## src/rtl/btn_debounce.sv

```systemverilog
// Multi-button debouncer: two-flop synchronizer, per-button debounce counter,
// press/release edge pulses and a single long-press pulse per hold.
module btn_debounce #(
    parameter int                 NUM_BTN         = 7,
    parameter int                 DEBOUNCE_CYCLES = 250000,
    parameter int                 LONG_CYCLES     = 25000000,
    parameter logic [NUM_BTN-1:0] ACTIVE_LOW_MASK = 7'b0000001
) (
    input  logic               clk_25mhz,
    input  logic               rst_n,
    input  logic [NUM_BTN-1:0] btn,
    output logic [NUM_BTN-1:0] btn_level,
    output logic [NUM_BTN-1:0] btn_press,
    output logic [NUM_BTN-1:0] btn_release,
    output logic [NUM_BTN-1:0] btn_long
);

    localparam int DW = $clog2(DEBOUNCE_CYCLES + 1);
    localparam int HW = $clog2(LONG_CYCLES + 1);

    localparam logic [DW-1:0] DB_LAST   = DW'(DEBOUNCE_CYCLES - 1);
    localparam logic [HW-1:0] HOLD_LAST = HW'(LONG_CYCLES - 1);
    localparam logic [HW-1:0] HOLD_MAX  = HW'(LONG_CYCLES);

    logic [NUM_BTN-1:0] r_sync1;
    logic [NUM_BTN-1:0] r_sync2;
    logic [NUM_BTN-1:0] r_level;
    logic [NUM_BTN-1:0] r_press;
    logic [NUM_BTN-1:0] r_release;
    logic [NUM_BTN-1:0] r_long;
    logic [DW-1:0]      r_db_cnt   [NUM_BTN];
    logic [HW-1:0]      r_hold_cnt [NUM_BTN];

    logic [NUM_BTN-1:0] w_sample;

    // Normalise polarity so every button reads 1 when pressed.
    assign w_sample = r_sync2 ^ ACTIVE_LOW_MASK;

    always_ff @(posedge clk_25mhz) begin
        if (!rst_n) begin
            // Synchronizer parks at the released pin level so no edge is seen after reset.
            r_sync1   <= ACTIVE_LOW_MASK;
            r_sync2   <= ACTIVE_LOW_MASK;
            r_level   <= '0;
            r_press   <= '0;
            r_release <= '0;
            r_long    <= '0;
            for (int i = 0; i < NUM_BTN; i++) begin
                r_db_cnt[i]   <= '0;
                r_hold_cnt[i] <= '0;
            end
        end else begin
            r_sync1 <= btn;
            r_sync2 <= r_sync1;
            for (int i = 0; i < NUM_BTN; i++) begin
                r_press[i]   <= 1'b0;
                r_release[i] <= 1'b0;

                if (w_sample[i] == r_level[i]) begin
                    r_db_cnt[i] <= '0;
                end else if (r_db_cnt[i] == DB_LAST) begin
                    r_level[i]   <= w_sample[i];
                    r_db_cnt[i]  <= '0;
                    r_press[i]   <= w_sample[i];
                    r_release[i] <= ~w_sample[i];
                end else begin
                    r_db_cnt[i] <= r_db_cnt[i] + DW'(1);
                end

                // Saturation makes the LONG_CYCLES-1 match happen once per press.
                r_long[i] <= r_level[i] && (r_hold_cnt[i] == HOLD_LAST);
                if (!r_level[i]) begin
                    r_hold_cnt[i] <= '0;
                end else if (r_hold_cnt[i] != HOLD_MAX) begin
                    r_hold_cnt[i] <= r_hold_cnt[i] + HW'(1);
                end
            end
        end
    end

    assign btn_level   = r_level;
    assign btn_press   = r_press;
    assign btn_release = r_release;
    assign btn_long    = r_long;

endmodule

```

## config.mk

```make
export PLATFORM = sky130hd
export DESIGN_NAME = btn_debounce
export DESIGN_NICKNAME = d
export VERILOG_FILES = /design/src/rtl/btn_debounce.sv
export SDC_FILE = /design/constraint.sdc
export NUM_CORES = 1
export LEC_CHECK = 0
export CAP_MARGIN = 5
export CORE_UTILIZATION = 67
export DETAILED_ROUTE_END_ITERATION = 8
export GPL_TIMING_DRIVEN = 0
export PLACE_DENSITY = 0.82
export SLEW_MARGIN = 20
export SYNTH_ARGS = -nofsm -noshare
export SYNTH_HDL_FRONTEND = slang
export SYNTH_SLANG_ARGS = --single-unit
export TNS_END_PERCENT = 5
```

## constraint.sdc

```tcl
create_clock -name clk_25mhz -period 4 [get_ports clk_25mhz]
set_input_delay 0.8 -clock clk_25mhz [delete_from_list [all_inputs] [get_ports clk_25mhz]]
set_output_delay 0.8 -clock clk_25mhz [all_outputs]
set_load 0.02 [all_outputs]
```

==> impl_metrics.env <==
export IMPL_outcome="completed"
export IMPL_drv_cap=0
export IMPL_path_max_fanout=25
export IMPL_crit_end="r_hold_cnt[2][17]"
export IMPL_antenna_found_initial=0
export IMPL_synth_most_common_cell="edfxtp_1"
export IMPL_place_congestion=0.876
export IMPL_setup_tns_ns=0
export IMPL_synth_flop_cell="edfxtp_1"
export IMPL_postPlaceCellArea_um2=19700
export IMPL_end_kind="flop"
export IMPL_p_total_mw=7.64
export IMPL_worst_slew_pin_slew_ns=1.07
export IMPL_synthSimpleGateAreaFrac=0.264
export IMPL_cts_hold_buf=0
export IMPL_synthCells=1759
export IMPL_synthXorXnorAreaFrac=0.0878
export IMPL_ant_nets=0
export IMPL_slowest_delay_ns=0.74
export IMPL_period_needed_ns=3.60
export IMPL_netlist_area_um2=18500
export IMPL_drive_above_1_share=0.0519
export IMPL_grt_usage=0.271
export IMPL_hold_class="flop to flop"
export IMPL_final_setup_skew_ns=0.0107
export IMPL_grt_pass1_wl_mm=63.5
export IMPL_area_delta_synth_final_pct=13.7
export IMPL_antennaDiodeCount=0
export IMPL_grt_pass1_vias=13493
export IMPL_internal_power_mw=6.13
export IMPL_synth_top_family_by_area="simple AND/OR/NAND/NOR gates"
export IMPL_crit_chain="clkdlybuf4s50_1 > clkbuf_1 > clkbuf_1 > nand4_1 > nand2b_2"
export IMPL_syn_area_per_cell_um2=10.5
export IMPL_hp_start="r_sync1[4]"
export IMPL_switching_share=0.198
export IMPL_dp_cells=2261
export IMPL_n_fill_cell=1714
export IMPL_hpwlAfterDp_mm=26.2
export IMPL_fin_util=0.778
export IMPL_layout_nets=1989
export IMPL_crit_slowest_cell="clkdlybuf4s50_1"
export IMPL_placementRows=60
export IMPL_yosysSeqAreaShare=0.535
export IMPL_stdcell_count=2326
export IMPL_port_buffers=36
export IMPL_synth_fa_ha_area_frac=0.0142
export IMPL_cpMostUsedCell="clkbuf_1"
export IMPL_first_pass_iters=5
export IMPL_core_area_um2=27000
export IMPL_grt_max_degree=26
export IMPL_ys_top_cells_by_count="edfxtp_1, nor2_1, nand3_1"
export IMPL_cts_sinks=343
export IMPL_r2r_end="r_hold_cnt[0][3]"
export IMPL_max_freq_mhz=278
export IMPL_synthArstFlopShare=0
export IMPL_cts_buffers=37
export IMPL_synth_edf_count=301
export IMPL_reg2regPathDepth=4
export IMPL_r2r_slack_ns=1.28
export IMPL_synth_top_area_frac=0.490
export IMPL_cts_clk_slew_worst_paths_ns=0.06
export IMPL_insertion_delay_ns=0.52
export IMPL_power_switching_mw=1.51
export IMPL_hold_viol=0
export IMPL_start_kind="input pin"
export IMPL_root_buffer="clkbuf_16"
export IMPL_htree_levels=2
export IMPL_drc=0
export IMPL_rsz0062_at_grt="no"
export IMPL_slew_headroom=0.278
export IMPL_grt_overflow_total=0
export IMPL_slew_viol_final=0
export IMPL_cts_buffer_depth=3
export IMPL_wl_mm=38.1
export IMPL_crit_start="rst_n"
export IMPL_power_frac_clock=0.459
export IMPL_p_leak_nw=6.84
export IMPL_vias_per_cell=6.14
export IMPL_crit_type="input pin to flop"
export IMPL_initial_core_util=0.685
export IMPL_period_share=0.899
export IMPL_drtIter0Drc=1198
export IMPL_post_cts_resized=0
export IMPL_ios=37
export IMPL_crit_reg2reg_launch="r_hold_cnt[0][17]"
export IMPL_multi_input_area_um2=8600
export IMPL_yosys_warnings=0
export IMPL_synth_ff_latch_count=343
export IMPL_fin_area_um2=21000
export IMPL_yosysTopAreaCell="edfxtp_1"
export IMPL_die_w_um=168
export IMPL_die_h_um=168
export IMPL_vias=14275
export IMPL_cts_setup_buffers=0
export IMPL_synth_compound_area_share=0.0707
export IMPL_power_density_nw_per_um2=364
export IMPL_synth_area_leaders="edfxtp_1, xor2_1, dfxtp_1"
export IMPL_cp_arrival_ns=3.73
export IMPL_pwr_share_seq=0.522
export IMPL_wl_per_cell_um=16.4
export IMPL_regArea_um2=9880
export IMPL_comb_power_share=0.020
export IMPL_ys_types=56
export IMPL_critPathRequiredTime_ns=4.13
export IMPL_setup_viol_count_final=0
export IMPL_ir_worst_vdd_v=0.000493
export IMPL_cts_tree="built"
export IMPL_dieArea_um2=28200
export IMPL_synth_mux_area_frac=0.00217
-- state kept, by name (all words and copies together) (netlist names) --
register	count
btn_press	7
r_hold_cnt	175
btn_level	7
r_sync2	7
btn_long	7
r_sync1	7
r_db_cnt	126
btn_release	7
-- layout by cell type, fill, tap and decap left out, types with 35 or more instances in the layout --
master	Yosys	routed
a21oi_1	69	69
and3_1	38	38
and4_1	35	35
clkbuf_1	45	52
clkbuf_16	0	37
clkdlybuf4s50_1	0	36
conb_1	1	126
dfxtp_1	42	42
edfxtp_1	301	301
inv_1	51	51
nand2_1	104	104
nand3_1	111	111
nand4_1	91	91
nor2_1	192	192
nor3_1	65	65
nor4_1	39	39
o21ai_0	56	56
o31ai_1	37	37
or3_1	52	51
or4_1	56	56
xnor2_1	83	83
xor2_1	102	102
-- final cells by class --
cell class,instances,share of cell area
inverters,51,0.00913
clock inverters,14,0.00925
clock buffers,51,0.0500
multi-input cells,1427,0.410
flip-flops and latches,343,0.471
repair buffers,36,0.0172
well taps,341,0.0203
plain buffers,63,0.0131
-- power by group through the flow --
| stage | registers (mW) | clock network (mW) | logic, mW |
|---|---|---|---|
| after floorplan | 4.04 | 0 | 0.106 |
| after global routing | 3.99 | 3.67 | 0.168 |
| after detailed placement | 4.06 | 0 | 0.141 |
| after CTS | 3.98 | 3.55 | 0.144 |
| after global placement | 4.05 | 0 | 0.137 |
| final | 3.99 | 3.50 | 0.149 |
-- metrics by stage --
step	worst slack, ns	hold WS [ns]
2_1_floorplan	1.45	0.386
3_3_place_gp	-0.447	0.405
3_5_place_dp	-0.507	0.417
4_1_cts	0.0271	0.433
5_1_grt	0.273	0.446
6_report	0.404	0.435
-- how the worst min path moves through the flow --
stage,endpoint,slack (ns),cells after the start
final,r_sync2[4],0.43,1
after global routing,r_sync2[3],0.45,1
after CTS,r_sync2[3],0.43,1
after detailed placement,r_sync2[0],0.42,1
after global placement,r_sync2[0],0.40,1
after floorplan,r_sync2[0],0.39,1
-- metal layers --
metal  track usage  up-vias  routed length, um
li1              -     6944                  -
met1         0.367     6892              17100
met2         0.462      376              18500
met3        0.0322       63               1720
met4        0.0806        0                753
met5             0        -                  0
-- cell families (layout without fill, tap and decap cells) --
logic type / after synthesis / in the layout
other cells: 1 / 126
fa+ha+maj: 21 / 21
mux: 4 / 4
compound gates: 207 / 207
xor+xnor: 185 / 185
buf+inv: 114 / 215
flops: 343 / 343
simple gates: 884 / 884
-- worst max-delay path: cells and delay by family --
family	cells	cell delay, ns
buffers and inverters	3	2.13
and+or+nand+nor	2	0.78
Note: power is estimated with default switching activity, not from simulation.
